--- src/rtl/muldiv_unit.sv ---
// Iterative 32x32 multiply / 32/32 divide unit with HI/LO result registers.
// Fixed 33-cycle latency: one accept edge, 32 shift-add / restoring shift-subtract steps.
module muldiv_unit (
    input  logic        CLK,
    input  logic        RSTn,
    input  logic        start,
    input  logic [1:0]  op,
    input  logic [31:0] busA,
    input  logic [31:0] busB,
    input  logic        wr_hi,
    input  logic        wr_lo,
    output logic        busy,
    output logic        done,
    output logic [31:0] HI,
    output logic [31:0] LO
);

    // state | meaning
    // IDLE  | waiting for start; wr_hi/wr_lo load HI/LO
    // CALC  | 32 iterations on unsigned magnitudes
    // DONE  | result just written to HI/LO, done pulse
    typedef enum logic [1:0] {IDLE, CALC, DONE} stateType;

    stateType    state;
    stateType    nextState;
    logic [4:0]  iterCnt;
    logic [63:0] acc;
    logic [63:0] accNext;
    logic [31:0] operandB;
    logic        isDiv;
    logic        negResult;
    logic        negRem;
    logic        divByZero;

    logic        signedOp;
    logic        negA;
    logic        negB;
    logic [31:0] magA;
    logic [31:0] magB;
    logic [32:0] mulSum;
    logic [33:0] divDiff;
    logic [63:0] prodFinal;
    logic [31:0] quoFinal;
    logic [31:0] remFinal;
    logic [31:0] resHi;
    logic [31:0] resLo;

    assign signedOp = op[0];
    assign negA     = signedOp & busA[31];
    assign negB     = signedOp & busB[31];
    assign magA     = negA ? (~busA + 32'd1) : busA;
    assign magB     = negB ? (~busB + 32'd1) : busB;

    // acc holds {partial product, multiplier} or {partial remainder, dividend/quotient}
    always_comb begin
        mulSum  = {1'b0, acc[63:32]} + (acc[0] ? {1'b0, operandB} : 33'd0);
        divDiff = {1'b0, acc[63:31]} - {2'b00, operandB};
        accNext = {mulSum, acc[31:1]};
        if (isDiv) begin
            if (divDiff[33]) begin
                accNext = {acc[62:0], 1'b0};
            end else begin
                accNext = {divDiff[31:0], acc[30:0], 1'b1};
            end
        end
    end

    always_comb begin
        prodFinal = negResult ? (~accNext + 64'd1) : accNext;
        quoFinal  = negResult ? (~accNext[31:0] + 32'd1) : accNext[31:0];
        remFinal  = negRem ? (~accNext[63:32] + 32'd1) : accNext[63:32];
        resHi     = prodFinal[63:32];
        resLo     = prodFinal[31:0];
        if (isDiv) begin
            resHi = remFinal;
            resLo = divByZero ? 32'hFFFF_FFFF : quoFinal;
        end
    end

    always_ff @(posedge CLK or negedge RSTn) begin
        if (!RSTn) begin
            state <= IDLE;
        end else begin
            state <= nextState;
        end
    end

    always_comb begin
        nextState = state;
        busy      = 1'b0;
        done      = 1'b0;
        case (state)
            IDLE: begin
                if (start) begin
                    nextState = CALC;
                end
            end
            CALC: begin
                busy = 1'b1;
                if (iterCnt == 5'd0) begin
                    nextState = DONE;
                end
            end
            DONE: begin
                done      = 1'b1;
                nextState = IDLE;
            end
            default: nextState = IDLE;
        endcase
    end

    always_ff @(posedge CLK or negedge RSTn) begin
        if (!RSTn) begin
            iterCnt   <= '0;
            acc       <= '0;
            operandB  <= '0;
            isDiv     <= 1'b0;
            negResult <= 1'b0;
            negRem    <= 1'b0;
            divByZero <= 1'b0;
            HI        <= '0;
            LO        <= '0;
        end else begin
            case (state)
                IDLE: begin
                    if (start) begin
                        iterCnt   <= 5'd31;
                        isDiv     <= op[1];
                        negResult <= negA ^ negB;
                        negRem    <= op[1] & negA;
                        divByZero <= op[1] & (busB == 32'd0);
                        if (op[1]) begin
                            acc      <= {32'd0, magA};
                            operandB <= magB;
                        end else begin
                            acc      <= {32'd0, magB};
                            operandB <= magA;
                        end
                    end else begin
                        if (wr_hi) begin
                            HI <= busA;
                        end
                        if (wr_lo) begin
                            LO <= busA;
                        end
                    end
                end
                CALC: begin
                    acc     <= accNext;
                    iterCnt <= iterCnt - 5'd1;
                    if (iterCnt == 5'd0) begin
                        HI <= resHi;
                        LO <= resLo;
                    end
                end
                default: ;
            endcase
        end
    end

endmodule
--- config.mk ---
export PLATFORM = sky130hd
export DESIGN_NAME = muldiv_unit
export DESIGN_NICKNAME = d
export VERILOG_FILES = /design/src/rtl/muldiv_unit.sv
export SDC_FILE = /design/constraint.sdc
export NUM_CORES = 1
export LEC_CHECK = 0
export CAP_MARGIN = 15
export CORE_MARGIN = 5
export CORE_UTILIZATION = 50
export DETAILED_ROUTE_END_ITERATION = 6
export PLACE_DENSITY = 0.7
export SYNTH_ARGS = -nofsm -noshare
export SYNTH_HDL_FRONTEND = slang
export SYNTH_SLANG_ARGS = --single-unit
--- constraint.sdc ---
create_clock -name CLK -period 12.5 [get_ports CLK]
set_input_delay 1.875 -clock CLK [delete_from_list [all_inputs] [get_ports CLK]]
set_output_delay 1.875 -clock CLK [all_outputs]
set_load 0.05 [all_outputs]
==> results by group, run 1 <==
Timing
  • Crit share post-route: 0.461
  • Count of pins over their slew limit: 0
  • # setup viols final: 0
  • Setup TNS Final: 0 ns
  • Final clock skew: 0.0133 ns
  • Post-route minimum period: 5.76 ns
  • Fmax: 174 MHz
  • RSZ-0062 raised after global routing: false
  • Hold Fails Final Rpt: 0
  • Slew at the pin closest to its max-slew limit: 1.20 ns
  • Worst rel slew slack: 0.203

Clock network
  • H-tree depth: 4
  • CTS root buffer: clkbuf_16
  • Cts-stage hold buffer count: 0
  • Clock transition at path regs: 0.08 ns
  • CTS Buf Count: 17
  • Post-cts resize count: 0
  • CTS Sinks: 171
  • CTS tree: yes
  • Clock buffer depth: 2
  • Skew-Pair Late Insertion Delay: 0.46 ns
  • Post-CTS Setup Bufs: 0

Setup path
  • Cell mode on critical path: a211o_1
  • Critical path class: flip-flop to flip-flop
  • Worst setup EP type: flip-flop
  • Req. time, crit path: 12.83 ns
  • CP arrival: 6.09 ns
  • CP Cell Sequence: ha_1 > a211o_1 > a31o_1 > a211o_1 > a21boi_2 > nand2_2 > o311ai_4 > nand4_2 > or4b_1 > or3b_1 > a31oi_1 > mux2i_1 > o211ai_1
  • Startpoint Class: flip-flop
  • Worst path max stage delay: 0.65 ns
  • CP max FO: 26
  • Slowest CP cell: a21boi_2

Cells and area
  • Layout cells sized above 1: 0.0500
  • Final Util: 0.572
  • Layout area overhead: 13.7%
  • Reg area: 0.00428 mm^2
  • Final Instance Area: 0.0179 mm^2
  • Most common cell after layout, fill and taps aside: nand2_1
  • Final cell count without fillers: 2,540
  • Area occupied by multi-input gates: 0.0107 mm^2
  • Fill cells: 2,947
  • N_diodes: 0
  • Commonest cells after routing, fill and taps aside: nand2_1, o21ai_0, nor2_1, dfrtp_1, a21oi_1
  • Fin nets: 2,268

Synthesis
  • Post-Syn Area: 0.0157 mm^2
  • Share of the synthesized area in the top cell type: 0.272
  • Adder-cell share of the synthesized area: 0.0582
  • Avg Cell Area, Syn: 7.61 um^2
  • Largest family of logic cells by synthesized area: compound AO/OA/AOI/OAI gates
  • Synth Register Bits: 171
  • Yosys warns: 0
  • Post-synthesis compound-gate area fraction: 0.272
  • Post-synth ARST share: 1.00
  • Syn Inst Count: 2,070
  • Dominant cell type by area after synthesis: dfrtp_1
  • Synth Flop Type: dfrtp_1
  • Net Count, Synth: 2,213
  • Share of synthesized area spent on multiplexers: 0.0336
  • Simple-gate share of the synthesized area: 0.228
  • Synth unique cells: 92
  • Number of synthesized flops with an enable pin: 0
  • Xor/xnor share of the synthesized area: 0.0862
  • Seq/Total Area, Yosys: 0.272
  • Synth top area cells: dfrtp_1, nand2_1, o21ai_0, ha_1, a21oi_1

Placed design
  • Area after DPL: 0.0173 mm^2
  • PortBufs: 136
  • GP Congestion: 1.01
  • Inst Count DP: 2,508
  • Dpl hpwl: 46,700 um

Floorplanning
  • Die Width: 187 um
  • Starting Density: 0.503
  • Die height: 187 um
  • Row cnt: 65
  • IO Count: 137
  • Core ar.: 0.0313 mm^2
  • DIE AREA: 0.0351 mm^2

Detailed routing
  • WL final: 61,600 um
  • DR vias: 16,600
  • Vias/cell: 6.52
  • Pre-antenna DRT Iters: 6
  • Initial DRC count: 2,049
  • Routed len/inst: 24.2 um
  • Number of remaining DRC errors: 0
  • Detail Route Antenna Nets: 0

Global route
  • Initial antenna violation count: 2
  • Vias in the first global route: 15,800
  • Global-route wire length before repair: 93,300 um
  • Total congestion overflow: 0
  • Tot GR Track Use: 0.339
  • Largest net degree at the start of global routing: 128

Flow run
  • Max_cap viols: 0

Worst hold path
  • Worst hold path class: flip-flop to flip-flop

Outcome
  • Status: complete, no violations
[per-stage QoR]
| stage | hold slack [ns] | setup WS [ns] |
|---|---|---|
| floorplan | 0.464 | 7.81 |
| global route | 0.527 | 6.39 |
| finish | 0.505 | 6.74 |
| CTS | 0.504 | 6.88 |
| global placement | 0.478 | 6.70 |
| detailed placement | 0.486 | 6.64 |
[final cells by class]
cell class	instances	share of cell area
multi-input combinational	1701	0.598
clock inverter	15	0.00964
clock buffer	17	0.0238
sequential	171	0.239
inverter	75	0.0157
timing repair buffer	159	0.0856
tap	402	0.0281
[final timing paths]
path,start,end,slack (ns),cells past startpoint
worst max-delay path,acc[57],HI[19],6.74,13
worst min-delay path,operandB[18],operandB[18],0.50,2
worst max register to register,acc[57],HI[19],6.74,13
worst min register to register,operandB[18],operandB[18],0.50,2
max in group asynchronous,RSTn,isDiv,9.35,2
min in group asynchronous,RSTn,LO[7],1.56,1
[cells in the mapped netlist, drive strengths merged, types with 26 or more instances]
library cell    n
ha             70
clkbuf         83
xor2           73
buf            40
xnor2          82
nor3           46
mux2i          45
a21oi         168
a21o           26
inv            75
nand2         292
dfrtp         171
nand3          26
and2           44
a31oi          62
nor2          174
o21ai         195
o221ai         36
[kinds of logic after synthesis]
| logic type | count (synthesis) |
|---|---|
| muxes | 52 |
| adders and majority gates | 72 |
| DFF | 171 |
| AOI/OAI and AO/OA | 671 |
| buffers and inverters | 198 |
| and+or+nand+nor | 751 |
| xor gates and xnor gates | 155 |
[sequential cells by signal, summed over array words and instances, names as in the netlist]
signal / count
negRem: 1
isDiv: 1
negResult: 1
iterCnt: 5
acc: 64
HI: 32
LO: 32
divByZero: 1
state: 2
operandB: 32
[routing by layer]
layer | vias to the layer above | track usage | wire [um]
met1 | 7970 | 0.443 | 25000
met5 | - | 0 | 12
met3 | 165 | 0.0515 | 4700
li1 | 7602 | - | -
met2 | 812 | 0.544 | 28200
met4 | 2 | 0.180 | 3740
[critical path, delay by kind of cell, from the launching register on]
family / cells / cell delay [ns]
DFF: 1 / 0.42
and+or+nand+nor: 4 / 2.01
AOI/OAI and AO/OA: 7 / 2.44
muxes: 1 / 0.31
adders and majority gates: 1 / 0.44
Power of run 1 is left out: the tool's default activity adds up to more than one toggle a clock period on the data nets, which glitch-free logic cannot reach.
==> run 2: changes to the inputs <==
==> constraint.sdc (replaced) <==
create_clock -name CLK -period 5.4 [get_ports CLK]
set_input_delay 0.81 -clock CLK [delete_from_list [all_inputs] [get_ports CLK]]
set_output_delay 0.81 -clock CLK [all_outputs]
set_load 0.05 [all_outputs]
==> results by group, run 2 (same netlist as run 1, synthesis figures left out) <==
Setup path
  • Worst setup EP type: flip-flop
  • CP max FO: 11 (-58%)
  • Worst Setup EP: HI[28]
  • CP arrival: 5.37 ns (-0.72 ns)
  • Req. time, crit path: 5.71 ns (-7.12 ns)
  • Reg2Reg Setup Slack: 0.34 ns (-6.40 ns)
  • Worst r2r src: acc[61]
  • Crit path from: acc[61]
  • Worst R2R Path Depth: 20 (+7)
  • Critical path class: flip-flop to flip-flop
  • RR Endpoint: HI[28]
  • Startpoint Class: flip-flop

Timing
  • Worst rel slew slack: 0.287 (+0.0846)
  • Count of pins over their slew limit: 0 (unchanged)
  • Setup TNS Final: 0 ns (unchanged)
  • RSZ-0062 raised after global routing: false
  • Hold Fails Final Rpt: 0 (unchanged)
  • # setup viols final: 0 (unchanged)
  • Post-route minimum period: 5.06 ns (-0.702 ns)
  • Fmax: 198 MHz (+14%)
  • Crit share post-route: 0.936 (+0.476)
  • Final clock skew: 0.0144 ns (+0.00110 ns)
  • Slew at the pin closest to its max-slew limit: 1.07 ns (-0.127 ns)

Global route
  • Vias in the first global route: 15,700 (-0.35%)
  • Tot GR Track Use: 0.338 (-0.00114)
  • Global-route wire length before repair: 92,700 um (-0.59%)
  • Total congestion overflow: 0 (unchanged)
  • Initial antenna violation count: 1 (-1)
  • Largest net degree at the start of global routing: 128 (unchanged)

Cells and area
  • Layout area overhead: 14.6%
  • Layout cells sized above 1: 0.0566 (+0.00659)
  • Commonest cells after routing, fill and taps aside: nand2_1, o21ai_0, nor2_1, dfrtp_1, a21oi_1
  • N_diodes: 0 (unchanged)
  • Max FFs per register: 64 (unchanged)
  • Fin nets: 2,286 (+0.79%)
  • Biggest register: acc
  • Most common cell after layout, fill and taps aside: nand2_1

Clock network
  • CTS root buffer: clkbuf_16
  • Cts-stage hold buffer count: 0 (unchanged)
  • CTS Sinks: 171 (unchanged)
  • Clock buffer depth: 2 (unchanged)
  • Post-cts resize count: 0 (unchanged)
  • Post-CTS Setup Bufs: 0 (unchanged)
  • Clock transition at path regs: 0.07 ns (about the same)
  • CTS Buf Count: 17 (unchanged)
  • Skew-Pair Late Insertion Delay: 0.46 ns (about the same)
  • CTS tree: yes
  • H-tree depth: 4 (unchanged)

Flow run
  • Max_cap viols: 0 (unchanged)

Detailed routing
  • Number of remaining DRC errors: 0 (unchanged)
  • Pre-antenna DRT Iters: 6 (unchanged)
  • WL final: 61,400 um (-0.23%)
  • DR vias: 16,600 (+0.31%)
  • Initial DRC count: 1,929 (-5.9%)
  • Detail Route Antenna Nets: 0 (unchanged)
  • Routed len/inst: 24.0 um (-0.85%)
  • Vias/cell: 6.50 (-0.32%)

Outcome
  • Status: complete, no violations

Floorplanning
  • Die height: 187 um (unchanged)
  • DIE AREA: 0.0351 mm^2 (unchanged)
  • Die Width: 187 um (unchanged)
  • Core ar.: 0.0313 mm^2 (unchanged)
  • IO Count: 137 (unchanged)
  • Starting Density: 0.503 (unchanged)
  • Row cnt: 65 (unchanged)

Placed design
  • PortBufs: 136 (unchanged)
  • GP Congestion: 0.984 (-2.5%)
  • Dpl hpwl: 47,300 um (+1.1%)

Worst hold path
  • Worst hold path class: input pin to asynchronous set/reset pin
-- run 2: per-stage QoR --
step / setup WS, ns / hold WS, ns / cell area, um^2 / std cells / utilization
global route: 0.0624 / 0.432 / 18000 / 2556 / 0.576
global placement: 0.551 / 0.481 / 17500 / 2525 / 0.558
finish: 0.344 / 0.370 / 18000 / 2556 / 0.576
CTS: 0.436 / 0.404 / 18000 / 2555 / 0.575
floorplan: 0.710 / 0.464 / 15700 / 2070 / -
detailed placement: 0.491 / 0.489 / 17500 / 2525 / 0.558
-- run 2: worst min-delay path by stage --
stage                 startpoint            to
floorplan           operandB[10]  operandB[10]
global placement    operandB[26]  operandB[26]
detailed placement        HI[13]        HI[13]
CTS                         RSTn         LO[6]
global route                RSTn         LO[6]
finish                      RSTn         LO[6]
-- run 2: worst max-delay path, stage by stage (launching register included) --
cell      delay [ns]
dfrtp_1         0.44
ha_1            0.37
a21o_1          0.19
a211oi_1        0.57
a21bo_1         0.47
nor2_4          0.25
nand2_1         0.07
o21ai_0         0.12
ha_1            0.32
nand3_1         0.18
nor4_1          0.25
buf_4           0.20
nand3_1         0.12
nor3_1          0.16
buf_4           0.17
nand2b_1        0.26
o211a_1         0.21
nand4_1         0.19
mux2i_1         0.17
nor2_1          0.12
o21ai_0         0.09
-- run 2: layer usage --
metal	share of wire	GRT usage	up-vias
li1	-	-	7649
met1	0.41	0.441	7953
met2	0.45	0.538	856
met3	0.079	0.0590	144
met4	0.061	0.176	0
met5	0	0	-
-- run 2: cell type report --
class                      count  area (um^2)
tap                          402          503
clock buffer                  20          457
sequential                   171         4280
timing repair buffer         177         1710
multi-input combinational   1701        10700
fill                        2931        13300
inverter                      75          282
clock inverter                10         95.1
Power of run 2 is left out for the same reason.
